==> src/rtl/keypad_scan_ctrl.sv <==
// 4x4 keypad row scanner with press/release debounce sequencing; one key_valid pulse per confirmed press.
// key_valid/key_code register on the edge after debounce_done is seen; no backpressure, pins are free-running.
module keypad_scan_ctrl #(
    parameter int SCAN_DIV = 16
) (
    input  logic       clk,
    input  logic       reset,
    input  logic [3:0] cols,
    input  logic       debounce_done,
    output logic [3:0] rows,
    output logic       debouncer_counter_en,
    output logic       key_valid,
    output logic [3:0] key_code
);

    localparam int DW = (SCAN_DIV > 1) ? $clog2(SCAN_DIV) : 1;

    typedef enum logic [1:0] {
        SCAN       = 2'd0,
        DEBOUNCE   = 2'd1,
        HOLD       = 2'd2,
        RELEASE_DB = 2'd3
    } state_t;

    state_t          state, state_nxt;
    logic [1:0]      row_idx, row_nxt;
    logic [1:0]      col_idx, col_nxt;
    logic [DW-1:0]   dwell, dwell_nxt;
    logic            key_valid_nxt;
    logic [3:0]      key_code_nxt;
    logic            col_single;
    logic [1:0]      col_sel;
    logic            latched_high;
    logic            dwell_last;

    function automatic logic [3:0] key_map(input logic [1:0] r, input logic [1:0] c);
        logic [3:0] k;
        case ({r, c})
            4'h0: k = 4'h1;  4'h1: k = 4'h2;  4'h2: k = 4'h3;  4'h3: k = 4'hA;
            4'h4: k = 4'h4;  4'h5: k = 4'h5;  4'h6: k = 4'h6;  4'h7: k = 4'hB;
            4'h8: k = 4'h7;  4'h9: k = 4'h8;  4'hA: k = 4'h9;  4'hB: k = 4'hC;
            4'hC: k = 4'hE;  4'hD: k = 4'h0;  4'hE: k = 4'hF;  default: k = 4'hD;
        endcase
        return k;
    endfunction

    // Only a single low column is a valid press; zero or several lows (ghosting) keep scanning.
    always_comb begin
        col_single = 1'b0;
        col_sel    = 2'd0;
        case (cols)
            4'b1110: begin col_single = 1'b1; col_sel = 2'd0; end
            4'b1101: begin col_single = 1'b1; col_sel = 2'd1; end
            4'b1011: begin col_single = 1'b1; col_sel = 2'd2; end
            4'b0111: begin col_single = 1'b1; col_sel = 2'd3; end
            default: ;
        endcase
    end

    assign latched_high = cols[col_idx];
    assign dwell_last   = (dwell == DW'(SCAN_DIV - 1));

    always_comb begin
        state_nxt     = state;
        row_nxt       = row_idx;
        col_nxt       = col_idx;
        dwell_nxt     = dwell;
        key_valid_nxt = 1'b0;
        key_code_nxt  = key_code;
        case (state)
            SCAN: begin
                if (!dwell_last) begin
                    dwell_nxt = dwell + 1'b1;
                end else if (col_single) begin
                    col_nxt   = col_sel;
                    state_nxt = DEBOUNCE;
                end else begin
                    row_nxt   = row_idx + 2'd1;
                    dwell_nxt = '0;
                end
            end
            DEBOUNCE: begin
                // A release on the same edge as debounce_done aborts the press.
                if (latched_high) begin
                    state_nxt = SCAN;
                    row_nxt   = row_idx + 2'd1;
                    dwell_nxt = '0;
                end else if (debounce_done) begin
                    state_nxt     = HOLD;
                    key_valid_nxt = 1'b1;
                    key_code_nxt  = key_map(row_idx, col_idx);
                end
            end
            HOLD: begin
                if (latched_high) state_nxt = RELEASE_DB;
            end
            RELEASE_DB: begin
                if (!latched_high) begin
                    state_nxt = HOLD;
                end else if (debounce_done) begin
                    state_nxt = SCAN;
                    row_nxt   = row_idx + 2'd1;
                    dwell_nxt = '0;
                end
            end
            default: state_nxt = SCAN;
        endcase
    end

    always_ff @(posedge clk) begin
        if (!reset) begin
            state     <= SCAN;
            row_idx   <= 2'd0;
            col_idx   <= 2'd0;
            dwell     <= '0;
            key_valid <= 1'b0;
            key_code  <= 4'h0;
        end else begin
            state     <= state_nxt;
            row_idx   <= row_nxt;
            col_idx   <= col_nxt;
            dwell     <= dwell_nxt;
            key_valid <= key_valid_nxt;
            key_code  <= key_code_nxt;
        end
    end

    assign rows                 = ~(4'b0001 << row_idx);
    assign debouncer_counter_en = (state == DEBOUNCE) || (state == RELEASE_DB);

endmodule

==> config.mk <==
export PLATFORM = sky130hd
export DESIGN_NAME = keypad_scan_ctrl
export DESIGN_NICKNAME = d
export VERILOG_FILES = /design/src/rtl/keypad_scan_ctrl.sv
export SDC_FILE = /design/constraint.sdc
export NUM_CORES = 1
export LEC_CHECK = 0
export CORE_UTILIZATION = 45
export CTS_BUF_LIST = sky130_fd_sc_hd__clkbuf_16
export CTS_CLUSTER_DIAMETER = 50
export DETAILED_ROUTE_END_ITERATION = 10
export PLACE_DENSITY = 0.75
export RECOVER_POWER = 50
export SLEW_MARGIN = 10
export SYNTH_ARGS = -nofsm -noshare
export SYNTH_HDL_FRONTEND = slang
export SYNTH_SLANG_ARGS = --single-unit
==> constraint.sdc <==
create_clock -name clk -period 1.55 [get_ports clk]
set_input_delay 0.155 -clock clk [delete_from_list [all_inputs] [get_ports clk]]
set_output_delay 0.155 -clock clk [all_outputs]
set_load 0.02 [all_outputs]
* Word level (Yosys, flattened, before mapping)
Memories as Yosys holds them, arrays and structs flattened. A register that Yosys moved wholly into a read port is not among the register bits.
Cells that the tools add are included.
** Word-level totals
- Bits in registers :: 11
- ROM bits :: 64
- Output and inout port bits :: 10
- Logic and storage cells :: 68
- Memories :: 1
** Operators by class
- Add/subtract/negate cells :: 2
- Order comparisons :: 1
- Equality and inequality tests :: 18
- Shift-type cells :: 1
- Muxes and demuxes :: 25
- Bitwise gates (word level) :: 4
- Reduce and logical (&&, ||, !) cells :: 11
** Memories
- (no name shown) :: depth 16, width 4, rd ports 1, clocked after memory_dff 1, wr ports 0, line 38 : case ({r, c})
** Operators by type and width (count)
- two-way mux 2 bit :: 12
- two-way mux 4 bit :: 5
- == test 4 bit, second input constant :: 4
- != test 2 bit, second input constant :: 7
- one-hot mux 2 bit (3 select lines) :: 2
- one-hot mux 4 bit (3 select lines) :: 1
- AND reduction 5 bit :: 2
- != test 3 bit, second input constant :: 3
- one-hot mux 2 bit (4 select lines) :: 1
- AND reduction 3 bit :: 2
- AND reduction 6 bit :: 1
- adder 4 x 1 -> 4 bit, second input constant :: 1
- == test 2 bit, second input constant :: 2
- == test 4 x 3 -> 1 bit, second input constant :: 1
- inverter 4 bit :: 1
- OR reduction 4 bit :: 1
- left shift 1 x 2 -> 4 bit, first input constant :: 1
- < comparator 2 x 3 -> 1 bit, second input constant :: 1
- two-way mux 1 bit :: 3
- inverter 1 bit :: 3
- nonzero test 3 bit :: 1
- OR reduction 3 bit :: 1
- adder 2 x 1 -> 2 bit, second input constant :: 1
- binary-select mux 1 bit (select 2 bit) :: 1
- 4 further kinds :: 4

* Depth between registers and ports, before layout
Gate-level depths: netlist (run 1).
- Depth in word-level cells :: 6
- Gate-level depth with buffers :: 6
- Depth with buffers taken out :: 6

* Worst setup path before layout (run 1)
OpenSTA, ideal clock, no wires.
- Path kind :: register -> register
- Start point :: register col_idx[1]
- End point :: register key_code[0]
- Setup time :: 0.119 ns
- Arrival :: 1.517 ns
- Slack :: -0.086 ns
- Stages on the path, launching flop included :: 5
- Buffers on the path :: 0
- Cell sequence :: dfxtp_1 mux4_2 nor3_4 mux2i_1 nor2_1
** Between the ends
- Word-level cells in the longest chain between the ends :: 4
** Ends and longest elaborated chain
- start: declaration :: line 27 : logic [1:0] col_idx, col_nxt;
- start signal: assignment :: line 121 : col_idx <= col_nxt;
- binary-select mux 1 bit (select 2 bit) :: line 60 : assign latched_high = cols[col_idx];
- two-way mux 1 bit (not written as such) :: line 60
- inverter 1 bit (no line)
- AND reduction 3 bit (no line)
- end: declaration :: line 13 : output logic [3:0] key_code
Parallel ways exist; a longest one is shown, timed or not. The select of a mux whose other input is x is not followed.
A chain may end at the register's enable or synchronous reset.

* Worst setup path after layout (run 1)
- Start point :: register col_idx[1]
- End point :: register row_idx[1]
** Between the ends
- Word-level cells in the longest chain between the ends :: 4
- Elaborated cells between the ends (all ways) :: 5
- Classes of those cells :: 2 x eq/ne; 2 x mux; 1 x reduce/logical
** Ends and longest elaborated chain
- binary-select mux 1 bit (select 2 bit) * :: line 60
- two-way mux 1 bit (not written as such) * :: line 60
- != test 2 bit (no line)
- AND reduction 6 bit (no line) *
- end signal: assignment :: line 120 : row_idx <= row_nxt;
- end: declaration :: line 26 : logic [1:0] row_idx, row_nxt;
Every way passes the cells marked *; elsewhere a longest branch is shown, timed or not. The select of a mux whose other input is x is not followed.

==> metrics.md, run 1 <==
| Metric | Value |
|---|---|
| CORE AREA | `0.002233 mm^2` |
| Maximum fanout along the worst path | `4` |
| Bufs on Longest Clock Path | `2` |
| Synth Instances | `122` |
| Hold/Removal Path Class | `flop to flop` |
| Grt peak-use layer | `met2` |
| Clk_skew | `4.445 ps` |
| Total Neg Setup Slack | `-618.2 ps` |
| Failing checks | `negative setup slack` |
| DRC violations left | `0` |
| Final ANT Viol Nets | `0` |
| Gr usage total | `about a quarter` |
| CTS Sinks | `15` |
| Starting DRC count in detailed routing | `34` |
| Syn. warnings | `0` |
| Mapped Area | `0.001076 mm^2` |
| # port buffers | `16` |
| Sequential fraction of the synthesis area | `27.91%` |
| Met1 Resource Use GR | `30.88%` |
| IO Count | `17` |
| Syn_area_per_cell | `8.820 um^2` |
| CTS tree | `done` |
| Crit start category | `flop` |
| Root cell of the clock tree | `clkbuf_16` |
| Status | `complete, but fails checks` |
| Dpl hpwl | `1842 um` |
| Share of the synthesized area in the top cell type | `~28%` |
| Layout Area Growth over Synthesis | `45.00%` |
| GR Overflow Total | `0` |
| Fin cells | `186` |
| GRT met2 Usage | `40.79%` |
| Leakage | `around 0.64 nW` |
| Worst slew pin tran | `452.6 ps` |
| First-pass iteration count of the detailed router | `4` |
| Filler cells | `approximately 170` |
| Hold Worst Slack | `486.2 ps` |
| Placed insts | `179` |
| Area leader, netlist | `dfxtp_1` |
| Insertion delay to the later sink of the worst-skew pair | `250 ps` |
| Die height | `50.90 um` |
| Library cells used by synthesis | `40` |
| #FFs+latches synth | `15` |
| Site Rows | `17` |
| Global-route wire length before repair | `between 4000 and 5000 um` |
| Synth area leaders | `dfxtp_1 28%, ha_1 12%, mux2i_1 11%` |
| Util after Layout | `69.86%` |
| M3 GR Usage | `3.571%` |
| Worst slew margin | `69.62%` |
| Fraction of layout cells with a size suffix above 1 | `29.11%` |
| Design Power | `1.028 mW` |
| Final nets | `176` |
| Crit share post-route | `107.5%` |
| Final wirelength | `2996 um` |
| Cts bufs inserted | `3` |
| DR vias | `1058` |
| Initial Utilization | `48.18%` |
| Final min period | `between 1500 and 2000 ps` |
| Initial antenna violation count | `0` |
| Vias in the first global route | `967` |
| Clk slew on worst S/H paths | `50 ps` |
| Post-DR wirelength/cell | `between 15 and 20 um` |
| Fin. max-slew vios | `0` |
| Largest net degree at the start of global routing | `11` |
| H-tree Lvls | `1` |
| Worst Path Required | `1710 ps` |
| Setup ws final | `-116.9 ps` |
| Worst-case vdd ir drop | `753.8 uV` |
| Hold-fix buffers, CTS | `0` |
| Mapped Nets | `between 100 and 150` |
| RSZ-0062 raised after global routing | `yes` |
| Fmax | `599.9 MHz` |
| Setup-failing EPs final | `10` |
| CP Capture Type | `flop` |
| WP data arrival | `between 1500 and 2000 ps` |
| Vias per Instance | `5.688` |
| Die width | `just over 50 um` |
| Ant diodes | `0` |
| Setup Crit Path Kind | `flop to flop` |
| GPL Wtd Cong | `0.8388` |
| Max-cap violations | `0` |
| Pwr dens | `658.9 mW/mm^2` |
| Final hold violations | `0` |
| DIE AREA | `0.002591 mm^2` |
cells in the mapped netlist:
cell and instances:
dfxtp_1 15, inv_1 12, mux2i_1 12, nand2_1 12, ha_1 10, nor2_1 7
clkbuf_1 6, a21oi_1 4, o21ai_0 4, nand3_1 3, nor3_1 3, xor2_1 3
a311oi_1 2, buf_6 2, mux4_2 2, a211oi_1 1, a211oi_2 1, a221oi_1 1
a2bb2oi_1 1, a31oi_2 1, a41o_1 1, and3_1 1, and4_1 1, buf_2 1
clkinv_1 1, nand2b_1 1, nand3b_1 1, nand4_1 1, nor2b_1 1, nor3_4 1
nor4_1 1, o211ai_1 1, o21ai_1 1, o311a_1 1, o31a_1 1, o31ai_1 1
o32ai_1 1, o41a_1 1, or4b_1 1, xnor2_1 1
sequential cells by signal (all words and copies together) (netlist names), named ones only:
signal	count
dwell	4
key_code	4
col_idx	2
row_idx	2
key_valid	1
state	1
report_power, final:
part / internal, mW / switching (mW)
registers: 0.393 / 0.00688
clock network: 0.342 / 0.157
logic: 0.0670 / 0.0628
routing by layer:
layer / wire [um] / vias to the layer above
met4: 77 / 0
met5: 0 / -
met3: 140 / 10
li1: - / 505
met1: 1263 / 498
met2: 1515 / 45
cell families (layout without fill, tap and decap cells):
kind of cell / Yosys count / in the layout / synth area share, %
buffers and inverters: 22 / 58 / 9.185
AO/OA/AOI/OAI: 23 / 23 / 16.40
XOR/XNOR: 4 / 4 / 3.256
flip-flops: 15 / 15 / 27.91
adder cells (fa/ha/maj): 10 / 10 / 11.63
multiplexers: 14 / 14 / 15.35
AND/OR/NAND/NOR: 34 / 34 / 16.28
worst max-delay path: stages, from the launching register on:
cell and delay, ps:
dfxtp_4 340, mux4_2 550, buf_6 170, nand3_4 70, o31a_1 210, mux2i_1 240
final cells by class:
class,count,area [um^2],area share (%)
clock buffers,3,75.07,4.812
multi-input cells,85,739.5,47.39
well taps,28,35.03,2.245
clock inverters,1,3.754,0.2406
flip-flops and latches,15,307.8,19.73
inverters,13,48.80,3.127
repair buffers,41,350.3,22.45
cell usage in the layout, fill, tap and decap left out, drive strengths merged, types with 3 or more instances in the layout:
cell	synthesis	final
clkbuf	6	3
dlygate4sd3	0	4
xor2	3	3
nand2	12	12
clkdlybuf4s50	0	8
a21oi	4	4
inv	12	13
dfxtp	15	15
dlygate4sd2	0	4
nand3	3	3
nor2	7	7
mux2i	12	12
nor3	4	4
o21ai	5	5
ha	10	10
buf	3	25
worst paths after layout:
| kind | start | to | slack, ps | cells past startpoint |
|---|---|---|---|---|
| setup / recovery | col_idx[1]$_SDFFE_PN0P_ | row_idx[1]$_SDFFE_PN0P_ | -120 | 5 |
| hold / removal | key_code[2]$_SDFFE_PN0P_ | key_code[2]$_SDFFE_PN0P_ | 490 | 2 |
| setup reg to reg | col_idx[1]$_SDFFE_PN0P_ | row_idx[1]$_SDFFE_PN0P_ | -120 | 5 |
| hold reg to reg | key_code[2]$_SDFFE_PN0P_ | key_code[2]$_SDFFE_PN0P_ | 490 | 2 |
what timing repair did:
action / 4_1_cts / 5_1_grt
setup buffers: 3 / 0
cloned: 0 / 0
pin swaps: 5 / 4
resized for setup: 12 / 8
setup endpoints to repair: 15 / 15
metrics by stage:
stage	setup WS, ps	area [um^2]
detailed placement	-328.4	1408
finish	-116.9	1560
global placement	-286.1	1408
floorplan	-59.32	1097
CTS	-87.99	1531
global route	-178.8	1560
No activity file was read; power rests on OpenSTA's default activity.
==> inputs of run 2 (changes only) <==
--- a/config.mk
+++ b/config.mk
@@ -11,5 +11,5 @@
 export DETAILED_ROUTE_END_ITERATION = 10
 export PLACE_DENSITY = 0.75
-export RECOVER_POWER = 50
+export RECOVER_POWER = 100
 export SLEW_MARGIN = 10
 export SYNTH_ARGS = -nofsm -noshare
==> constraint.sdc (replaced) <==
create_clock -name clk -period 1.55 [get_ports clk]
set_input_delay 0.155 -clock clk [delete_from_list [all_inputs] [get_ports clk]]
set_output_delay 0.155 -clock clk [all_outputs]
set_load 0.1 [all_outputs]
==> metrics.md, run 2 (synthesis results as in run 1) <==
| Metric | Value |
|---|---|
| Leakage | `0.6376 nW` |
| First-pass iteration count of the detailed router | `4` |
| Reg2reg path depth | `4` |
| DR vias | `1040` |
| Final hold violations | `0` |
| Clk_skew | `2.168 ps` |
| CTS tree | `done` |
| Worst slew margin | `63.99%` |
| IO Count | `17` |
| Commonest non-fill, non-tap cells in the layout | `22 x buf_4, 12 x mux2i_1, 12 x nand2_1` |
| Hold/Removal Path Class | `flop to flop` |
| Final ANT Viol Nets | `0` |
| Final min period | `1651 ps` |
| HP Start | `key_code[0]$_SDFFE_PN0P_` |
| Worst slew pin tran | `542.5 ps` |
| # port buffers | `16` |
| Die height | `50.90 um` |
| Gr usage total | `22.07%` |
| Root cell of the clock tree | `clkbuf_16` |
| DIE AREA | `about 0.0026 mm^2` |
| Fin. max-slew vios | `0` |
| Vias in the first global route | `937` |
| Initial Utilization | `between 40% and 50%` |
| Final wirelength | `2641 um` |
| Fraction of layout cells with a size suffix above 1 | `35.03%` |
| Global-route wire length before repair | `4284 um` |
| Fmax | `slightly above 600 MHz` |
| Site Rows | `17` |
| Post-DR wirelength/cell | `14.28 um` |
| WP data arrival | `roughly 1800 ps` |
| RR Endpoint | `key_code[2]$_SDFFE_PN0P_` |
| Fin cells | `185` |
| Setup-failing EPs final | `9` |
| CTS Sinks | `15` |
| Crit start category | `flop` |
| Worst-case vdd ir drop | `594.1 uV` |
| GPL Wtd Cong | `0.8116` |
| GR Overflow Total | `0` |
| Initial antenna violation count | `0` |
| Insertion delay to the later sink of the worst-skew pair | `250 ps` |
| Clk slew on worst S/H paths | `50 ps` |
| Hold Path End | `key_code[0]$_SDFFE_PN0P_` |
| Starting DRC count in detailed routing | `41` |
| Vias per Instance | `5.622` |
| H-tree Lvls | `1` |
| Setup ws final | `-100.8 ps` |
| Pwr dens | `671.3 mW/mm^2` |
| Cell depth of the worst hold path | `2` |
| Final nets | `175` |
| Worst Path Required | `~1700 ps` |
| Cts bufs inserted | `3` |
| R2r setup slk | `-100 ps` |
| Crit-path max cell delay | `580 ps` |
| Max-cap violations | `0` |
| Slowest library cell on the worst path | `mux4_2` |
| CP Capture Type | `flop` |
| Dpl hpwl | `1944 um` |
| CORE AREA | `~0.0022 mm^2` |
| Placed insts | `179` |
| R2R Path Start | `col_idx[1]$_SDFFE_PN0P_` |
| Crit share post-route | `106.5%` |
| Util after Layout | `about 69%` |
| Setup Crit Path Kind | `flop to flop` |
| Failing checks | `negative setup slack` |
| Status | `complete, but fails checks` |
| Largest net degree at the start of global routing | `13` |
| CP Cell Sequence | `mux4_2 -> nor3_4 -> o311a_1 -> nor3_1` |
| Ant diodes | `0` |
| RSZ-0062 raised after global routing | `yes` |
| Maximum fanout along the worst path | `6` |
| DRC violations left | `0` |
| Die width | `50.90 um` |
| Design Power | `1.037 mW` |
| Commonest non-fill, non-tap cell in the layout | `buf_4` |
| Bufs on Longest Clock Path | `2` |
| Largest registers | `dwell: 4 flops, key_code: 4 flops` |
| Hold Worst Slack | `~500 ps` |
| Total Neg Setup Slack | `-543.1 ps` |
| Hold-fix buffers, CTS | `0` |
| Layout Area Growth over Synthesis | `43.60%` |
-- run 2: changes by cell type in the layout (fill, tap and decap cells not counted), sizes merged --
cell	delta
buf	+3
clkbuf	+6
clkdlybuf4s50	-2
clkinvlp	+3
dlygate4sd2	-4
dlygate4sd3	-4
inv	-3
-- run 2: timing repair --
item | 4_1_cts | 5_1_grt
pin swaps | 0 | 1
setup endpoints to repair | 9 | 13
setup buffers | 0 | 2
cloned | 0 | 0
gates resized for setup | 2 | 8
-- run 2: final cells by class --
type	instances	area, um^2
fillers	177	688.2
clock inverters	1	3.754
well taps	28	35.03
repair buffers	40	342.8
flip-flops and latches	15	307.8
multi-input cells	85	723.2
clock buffers	3	75.07
inverters	13	57.56
-- run 2: worst max-delay path: cells and delay by family (launching register included) --
kind,cells,cell delay (ps)
DFF,1,350
muxes,1,580
AOI/OAI and AO/OA,1,230
and+or+nand+nor,2,370
-- run 2: worst max path at each step --
stage                             from                       end  slack [ps]  cells past startpoint
6_report       col_idx[1]$_SDFFE_PN0P_  key_code[2]$_SDFFE_PN0P_        -100                      4
5_1_grt        col_idx[1]$_SDFFE_PN0P_  key_code[0]$_SDFFE_PN0P_        -180                      4
4_1_cts        col_idx[1]$_SDFFE_PN0P_  key_code[2]$_SDFFE_PN0P_        -110                      4
3_5_place_dp                   cols[2]  key_code[0]$_SDFFE_PN0P_        -320                      5
3_3_place_gp                   cols[3]  key_code[0]$_SDFFE_PN0P_        -270                      5
2_1_floorplan  col_idx[1]$_SDFFE_PN0P_  key_code[0]$_SDFFE_PN0P_         -70                      4
-- run 2: metrics by stage --
step | worst slack (ps) | cell area (um^2)
6_report | -100.8 | 1545
5_1_grt | -181.6 | 1545
4_1_cts | -111.0 | 1600
3_5_place_dp | -319.4 | 1519
3_3_place_gp | -269.2 | 1519
2_1_floorplan | -65.05 | 1109
-- run 2: report_power, final --
group / switching [mW] / leakage [nW] / internal (mW)
Clock: 0.170 / 0.0423 / 0.343
Combinational: 0.0583 / 0.472 / 0.0676
Sequential: 0.00598 / 0.123 / 0.392
-- run 2: routing by layer --
layer | global-route usage [%] | wire (um) | vias to the layer above
met1 | 29.54 | 1210 | 492
li1 | - | - | 504
met5 | 0 | 0 | -
met2 | 35.31 | 1287 | 38
met4 | 9.722 | 46 | 0
met3 | 2.679 | 97 | 6
